[config.mk]
export PLATFORM = sky130hd
export DESIGN_NAME = unstriping_2lane
export DESIGN_NICKNAME = d
export VERILOG_FILES = /design/src/rtl/unstriping_2lane_pkg.sv /design/src/rtl/unstriping_2lane_lane_fifo.sv /design/src/rtl/unstriping_2lane.sv
export SDC_FILE = /design/constraint.sdc
export NUM_CORES = 1
export LEC_CHECK = 0
export CAP_MARGIN = 25
export CORE_ASPECT_RATIO = 2
export CORE_MARGIN = 5
export CORE_UTILIZATION = 52
export DETAILED_ROUTE_END_ITERATION = 16
export PLACE_DENSITY = 0.75
export SYNTH_ARGS = -nofsm -noshare
export SYNTH_HDL_FRONTEND = slang
export SYNTH_SLANG_ARGS = --single-unit
[constraint.sdc]
create_clock -name clk_2f -period 2.25 [get_ports clk_2f]
set_clock_uncertainty 0.1 [all_clocks]
set_input_delay 0.225 -clock clk_2f [delete_from_list [all_inputs] [get_ports clk_2f]]
set_output_delay 0.225 -clock clk_2f [all_outputs]
set_load 0.05 [all_outputs]
[src/rtl/unstriping_2lane_pkg.sv]
// Shared constants for the two-lane un-striper: default word width and
// per-lane FIFO depth, plus the lane index encoding used by the merge pointer.
package unstriping_2lane_pkg;

    localparam int unsigned WIDTH_DEF = 32;
    localparam int unsigned DEPTH_DEF = 4;

    localparam logic LANE0 = 1'b0;
    localparam logic LANE1 = 1'b1;

endpackage

[src/rtl/unstriping_2lane_lane_fifo.sv]
// lane_fifo: per-lane word buffer absorbing lane skew and downstream stall.
// Ports:
//   clk_2f, reset   clock and synchronous active-high reset
//   push, wdata     write request and word; ignored when full unless popped
//   pop             read request; ignored when empty
//   rdata           head word (combinational from storage)
//   empty, full     occupancy flags derived from the count register
module lane_fifo
    import unstriping_2lane_pkg::*;
#(
    parameter int unsigned WIDTH = WIDTH_DEF,
    parameter int unsigned DEPTH = DEPTH_DEF
) (
    input  logic             clk_2f,
    input  logic             reset,
    input  logic             push,
    input  logic             pop,
    input  logic [WIDTH-1:0] wdata,
    output logic [WIDTH-1:0] rdata,
    output logic             empty,
    output logic             full
);

    localparam int unsigned PW = $clog2(DEPTH);
    localparam int unsigned CW = PW + 1;

    logic [WIDTH-1:0] mem_q [DEPTH];
    logic [PW-1:0]    wr_ptr_q, wr_ptr_d;
    logic [PW-1:0]    rd_ptr_q, rd_ptr_d;
    logic [CW-1:0]    count_q, count_d;
    logic             do_push, do_pop;

    assign empty   = (count_q == '0);
    assign full    = (count_q == CW'(DEPTH));
    assign rdata   = mem_q[rd_ptr_q];

    // A same-edge pop frees a slot, so a full FIFO still takes the push.
    assign do_pop  = pop && !empty;
    assign do_push = push && (!full || do_pop);

    // Pointer and count update; DEPTH is a power of two so pointers wrap naturally.
    always_comb begin
        wr_ptr_d = wr_ptr_q;
        rd_ptr_d = rd_ptr_q;
        count_d  = count_q;
        if (do_push) wr_ptr_d = wr_ptr_q + PW'(1);
        if (do_pop)  rd_ptr_d = rd_ptr_q + PW'(1);
        case ({do_push, do_pop})
            2'b10:   count_d = count_q + CW'(1);
            2'b01:   count_d = count_q - CW'(1);
            default: count_d = count_q;
        endcase
    end

    always_ff @(posedge clk_2f) begin
        if (reset) begin
            wr_ptr_q <= '0;
            rd_ptr_q <= '0;
            count_q  <= '0;
        end else begin
            wr_ptr_q <= wr_ptr_d;
            rd_ptr_q <= rd_ptr_d;
            count_q  <= count_d;
        end
    end

    // Storage needs no reset: occupancy is governed by the count.
    always_ff @(posedge clk_2f) begin
        if (do_push) mem_q[wr_ptr_q] <= wdata;
    end

endmodule

[src/rtl/unstriping_2lane.sv]
// unstriping_2lane: merges two independently arriving lanes back into one
// ordered stream, strictly alternating lane 0, lane 1, lane 0, ...
// Ports:
//   clk_2f, reset        clock and synchronous active-high reset
//   lane_0/valid_0       lane 0 word and strobe
//   lane_1/valid_1       lane 1 word and strobe
//   ready_in             downstream accepts data_out this cycle
//   data_out/valid_out   registered merged word and its valid
//   next_lane            lane the merger pops next
//   err_overflow         sticky: a word was dropped on a full lane FIFO
module unstriping_2lane
    import unstriping_2lane_pkg::*;
#(
    parameter int unsigned WIDTH = WIDTH_DEF,
    parameter int unsigned DEPTH = DEPTH_DEF
) (
    input  logic             clk_2f,
    input  logic             reset,
    input  logic [WIDTH-1:0] lane_0,
    input  logic             valid_0,
    input  logic [WIDTH-1:0] lane_1,
    input  logic             valid_1,
    input  logic             ready_in,
    output logic [WIDTH-1:0] data_out,
    output logic             valid_out,
    output logic             next_lane,
    output logic             err_overflow
);

    logic [WIDTH-1:0] data_q, data_d;
    logic             valid_q, valid_d;
    logic             next_lane_q, next_lane_d;
    logic             err_q, err_d;

    logic [WIDTH-1:0] rdata_0, rdata_1;
    logic             empty_0, empty_1, full_0, full_1;
    logic             pop_0, pop_1;
    logic             out_free_c, head_empty_c, drop_c;
    logic [WIDTH-1:0] head_data_c;

    lane_fifo #(.WIDTH(WIDTH), .DEPTH(DEPTH)) u_fifo_0 (
        .clk_2f (clk_2f),
        .reset  (reset),
        .push   (valid_0),
        .pop    (pop_0),
        .wdata  (lane_0),
        .rdata  (rdata_0),
        .empty  (empty_0),
        .full   (full_0)
    );

    lane_fifo #(.WIDTH(WIDTH), .DEPTH(DEPTH)) u_fifo_1 (
        .clk_2f (clk_2f),
        .reset  (reset),
        .push   (valid_1),
        .pop    (pop_1),
        .wdata  (lane_1),
        .rdata  (rdata_1),
        .empty  (empty_1),
        .full   (full_1)
    );

    // Output register may load when empty or being drained this edge.
    assign out_free_c   = !valid_q || ready_in;
    assign head_empty_c = (next_lane_q == LANE0) ? empty_0 : empty_1;
    assign head_data_c  = (next_lane_q == LANE0) ? rdata_0 : rdata_1;

    // Only the lane named by the merge pointer is ever popped.
    assign pop_0 = out_free_c && (next_lane_q == LANE0) && !empty_0;
    assign pop_1 = out_free_c && (next_lane_q == LANE1) && !empty_1;

    assign drop_c = (valid_0 && full_0 && !pop_0) || (valid_1 && full_1 && !pop_1);

    // Output register, merge pointer and sticky error next-state.
    always_comb begin
        data_d      = data_q;
        valid_d     = valid_q;
        next_lane_d = next_lane_q;
        err_d       = err_q || drop_c;
        if (out_free_c) begin
            if (!head_empty_c) begin
                data_d      = head_data_c;
                valid_d     = 1'b1;
                next_lane_d = ~next_lane_q;
            end else begin
                valid_d     = 1'b0;
            end
        end
    end

    always_ff @(posedge clk_2f) begin
        if (reset) begin
            data_q      <= '0;
            valid_q     <= 1'b0;
            next_lane_q <= LANE0;
            err_q       <= 1'b0;
        end else begin
            data_q      <= data_d;
            valid_q     <= valid_d;
            next_lane_q <= next_lane_d;
            err_q       <= err_d;
        end
    end

    assign data_out     = data_q;
    assign valid_out    = valid_q;
    assign next_lane    = next_lane_q;
    assign err_overflow = err_q;

endmodule
# == After elaboration in Yosys (flattened, before gate mapping) ==
# Memory sizes are Yosys's and may differ from the RTL's. A register that Yosys moved wholly into a read port is not among the register bits.
# Index checks and enable logic that the tools add are counted.
# word_totals
wordCells,70
inputBits,69
mem_bits_rw,256
ff_bits,49
n_memories,2
# memory_table
memory,depth,width,read_ports,rd_ports_with_merged_regs,wr,line_no,rtl
u_fifo_0.mem_q,4,32,1,1,1,unstriping_2lane_lane_fifo.sv:27,logic [WIDTH-1:0] mem_q [DEPTH];
u_fifo_1.mem_q,4,32,1,1,1,unstriping_2lane_lane_fifo.sv:27,
# classes
n_bitwise,2
reduce_logical,29
mux,13
eq_ne,6
addsub,8
# ops
op,count
$mux 32,1
$logic_and 1x1->1,12
$pmux 3 s2,2
$add 2x1->2 const B,4
$mux 2,4
$logic_not 1->1,7
$add 3x1->3 const B,2
$eq 3x3->1 const B,2
$logic_not 3->1,2
$mux 1,6
$sub 3x1->3 const B,2
$logic_or 1x1->1,5
$eq 2x1->1 const B,2
$eq 2x2->1 const B,2
$reduce_bool 2->1,2
$not 1->1,2
$reduce_and 2->1,1

# == Longest topological paths before layout ==
# logic_depth
word_depth,9
depth_mapped,11

# == Cells and area by module ==
# Synthesis repeated with hierarchy kept, for this count alone.
# hier_totals
hier_cells,620
area_unflattened_um2,12092.8
# by_module_without_submodules
module,cells_per_inst,area_each_um2,seq_area_each_um2,instances
lane_fifo,226,5143.7,4023.9,2
unstriping_2lane,168,1805.5,700.7,1

# == Worst setup path before layout ==
# OpenSTA, ideal clock, no wires.
# synth_path
path_kind,register to register
start,register next_lane_q (netlist: next_lane)
end,register u_fifo_1.count_q[2]
n_path_buf,2
arrival_time_ns,2.702
t_required_ns,2.080
path_stages_with_launch,12
setup_time_ns,0.070
setup_slack_ns,-0.623
period_less_slack_ns,2.873
cell_sequence,dfxtp_1 buf_4 inv_2 or3_4 clkinv_4 buf_6 ha_1 inv_1 fa_1 xor2_1 or3_1 a21oi_1
# synth_between
elab_chain_cells,7
# synth_rtl
element,line_no,rtl
from (decl),unstriping_2lane.sv:32,"logic next_lane_q, next_lane_d;"
from (signal assigned),unstriping_2lane.sv:100,next_lane_q <= next_lane_d;
$logic_and 1x1->1 (*) (2 in a row),unstriping_2lane.sv:70,assign pop_1 = out_free_c && (next_lane_q == LANE1) && !empty_1;
$logic_and 1x1->1 (*),unstriping_2lane_lane_fifo.sv:38,assign do_pop = pop && !empty;
net u_fifo_1.do_pop,unstriping_2lane_lane_fifo.sv:31,"logic do_push, do_pop;"
$logic_or 1x1->1,unstriping_2lane_lane_fifo.sv:39,assign do_push = push && (!full || do_pop);
$logic_and 1x1->1,unstriping_2lane_lane_fifo.sv:39,
$eq 2x1->1 / $eq 2x2->1 (equally long branches),unstriping_2lane_lane_fifo.sv:48,"case ({do_push, do_pop})"
$pmux 3 s2 / $reduce_bool 2->1 (equally long branches),-,
to (signal assigned),unstriping_2lane_lane_fifo.sv:63,count_q <= count_d;
to (decl),unstriping_2lane_lane_fifo.sv:30,"logic [CW-1:0] count_q, count_d;"
# Mark *: on every way through the listed nets, which the timed path passes. The rest lies on a longest branch.
# A chain may end at the register's enable or synchronous reset.

# == Worst setup path in the final report ==
# layout_path
start,register valid_q (netlist: valid_out)
end,register u_fifo_1.count_q[2]
# layout_between
elab_chain_cells,9
# layout_rtl
element,line_no,rtl
from (decl),unstriping_2lane.sv:31,"logic valid_q, valid_d;"
from (signal assigned),unstriping_2lane.sv:99,valid_q <= valid_d;
$logic_not 1->1 (*),unstriping_2lane.sv:64,assign out_free_c = !valid_q || ready_in;
$logic_or 1x1->1 (*),unstriping_2lane.sv:64,
$logic_and 1x1->1 (*) (2 in a row),unstriping_2lane.sv:70,
$logic_and 1x1->1 (*),unstriping_2lane_lane_fifo.sv:38,
$logic_or 1x1->1,unstriping_2lane_lane_fifo.sv:39,
$logic_and 1x1->1,unstriping_2lane_lane_fifo.sv:39,
$eq 2x1->1 / $eq 2x2->1 (equally long branches),unstriping_2lane_lane_fifo.sv:48,
$pmux 3 s2 / $reduce_bool 2->1 (equally long branches),-,
# Mark *: on every way between the ends. The rest lies on a longest branch, timed or not.

==> impl_results.md <==
* Maximum fanout along the worst path at 7
* Critical Path Start: valid_out$_SDFFE_PP0N_
* Vias per cell at 5.85
* Die area at 26200 um2
* Clock transition at path regs at 0.07 ns
* WL/cell at 23.8 um
* Share of layout cells above drive strength 1 at 0.255
* Synth Warn # at 0
* Area Overhead vs Synth at 22.0%
* Synth Register Bits at 309
* Ant diodes at 0
* Buf/Inv on CP at 2
* Starting Density at 0.525
* Worst relative slew slack at 0.576
* # DRC at 0
* Share of flip-flops with an asynchronous set or reset at 0
* Final hold viol count at 0
* Critical path class: register to register
* Pre-Repair DR Iteration Count at 5
* CP Launch Type: register
* Drt initial violations at 516
* Cell Chain, Critical Path: nor2b_4 -> or3_4 -> clkinv_4 -> ha_4 -> inv_2 -> fa_2 -> xor2_1 -> or3_1 -> a21oi_2
* Routed WL at 25500 um
* PostCTS Resize Cnt at 0
* Pin count of the biggest net entering global routing at 36
* Clock sink count at 309
* Layout Nets at 855
* Hold Slack at 0.108 ns
* Slowest library cell on the worst path: or3_4
* Critical path arrival at 2.56 ns
* Status: finished, final reports clean
* Row cnt at 78
* Critical Path RT at 2.60 ns
* Hold Crit Class: input pin to register
* Placed cell count at 1027
* Total CTS buffers at 25
* Hold Path Depth at 2
* Prevailing post-synth register cell: edfxtp_1
* CTS tree: done
* Crit-path max cell delay at 0.39 ns
* RSZ-0062 raised after global routing: true
* Commonest non-fill, non-tap cell in the layout: edfxtp_1
* Core area at 22600 um2
* Die X at 117 um
* Cells on worst reg2reg path at 9
* Vias at 6271
* P_leak at 4.75 nW
* Fin crit share at 0.983
* Peak VDD IR at 0.000874 V
* Count of final setup violators at 0
* Worst slew pin tran at 0.636 ns
* Initial antenna violation count at 0
* Most frequent cells in the layout: 256 x edfxtp_1, 101 x clkdlybuf4s50_1, 64 x mux4_2
* Number of synthesized flops with an enable pin at 256
* Max frequency at 452 MHz
* Clk_lat worst skew at 0.53 ns
* GRT Residual Overflow at 0
* Post-route cell area at 14500 um2
* CTS max path bufs at 3
* IO Count at 104
* IO Port Bufs at 103
* Post-DP Area at 13700 um2
* Vias in the first global route at 7039
* Sequential area share after synthesis at 0.736
* Clock root buffer: clkbuf_16
* CP Depth at 9
* Cell Count, Final, Fillers Out at 1072
* Final core occ at 0.640
* Pwr Density at 1140 nW/um2
* GPL Wtd Cong at 0.820
* Chip height at 224 um
* Mean post-synth cell area at 18.7 um2
* Worst R2R Start: valid_out$_SDFFE_PP0N_
* Mapped Nets at 718
* DPL Wire Length at 16900 um
* Max-slew violation count at 0
* Post-CTS setup buffers at 0
* Post-synthesis cell count at 637
* Critical path's top delay family: simple AND/OR/NAND/NOR gates
* Antenna Nets Post-Route at 0
* Post-Syn Area at 11900 um2
* MaxCap Viol Count at 0
* Hold_buf cts at 0
* Tmin final at 2.21 ns
* Htree depth at 1
* First-pass GRT wire length at 39800 um
* Critical path capture point type: register
* Min-delay src: reset
* Global Route Usage Sum at 0.202
* Synth unique cells at 33
## logic make-up after synthesis
family / count (synthesis) / synth area share
flops: 309 / 0.736
simple gates: 134 / 0.0506
mux: 65 / 0.122
compound gates: 56 / 0.0489
buf+inv: 55 / 0.0239
fa+ha+maj: 12 / 0.0139
xor+xnor: 6 / 0.00442
## registers in the layout (all words and copies together), names as in the netlist, named ones only
signal             count
data_out              32
err_overflow           1
next_lane              1
u_fifo_0.count_q       3
u_fifo_0.mem_q       128
u_fifo_0.rd_ptr_q      2
u_fifo_0.wr_ptr_q      2
u_fifo_1.count_q       3
u_fifo_1.mem_q       128
u_fifo_1.rd_ptr_q      2
u_fifo_1.wr_ptr_q      2
valid_out              1
## cell usage after synthesis (all sizes together) (4+ instances only)
cell type | number | area (um2)
a311oi | 31 | 434
nand3 | 4 | 20.0
mux4 | 64 | 1440
and3 | 8 | 50.1
edfxtp | 256 | 7690
ha | 10 | 125
xor2 | 4 | 35.0
nor2 | 17 | 63.8
inv | 17 | 63.8
o21ai | 8 | 40.0
nand2 | 63 | 236
or3 | 6 | 47.5
nor3 | 35 | 175
buf | 24 | 161
dfxtp | 53 | 1060
a21oi | 11 | 55.1
clkbuf | 12 | 45.0
## final cells by class
| class | count | area, um2 |
|---|---|---|
| sequential | 309 | 8770 |
| fill | 1563 | 8140 |
| multi-input combinational | 273 | 2900 |
| timing repair buffer | 146 | 1610 |
| clock buffer | 33 | 686 |
| tap | 280 | 350 |
| clock inverter | 12 | 103 |
| inverter | 19 | 83.8 |
## routing by layer
layer	wire length (um)	part of all wire	vias up	GRT usage
li1	-	-	2803	-
met1	9150	0.36	3254	0.243
met2	14600	0.57	177	0.369
met3	1170	0.046	37	0.0249
met4	581	0.023	0	0.0641
met5	0	0	-	0
## where the power goes
part	total, W	switching [W]	internal [W]
Clock	0.00425	0.00188	0.00237
Combinational	0.00511	0.00297	0.00213
Sequential	0.00713	0.000313	0.00682
## metrics by stage
stage / setup TNS [ns] / setup WS, ns / total power (W)
after floorplan: -0.257 / -0.149 / 0.0107
after global placement: -0.570 / -0.209 / 0.0122
after detailed placement: -0.975 / -0.275 / 0.0124
after CTS: 0 / 0.00905 / 0.0166
after global routing: -0.0308 / -0.0255 / 0.0172
final: 0 / 0.0388 / 0.0165
## final timing paths
| check | endpoint | slack (ns) |
|---|---|---|
| setup / recovery | u_fifo_1.count_q[2]$_SDFFE_PP0P_ | 0.04 |
| hold / removal | register | 0.11 |
| setup reg to reg | u_fifo_1.count_q[2]$_SDFFE_PP0P_ | 0.04 |
| hold reg to reg | register | 0.39 |
Note: power is estimated with default switching activity, not from simulation.
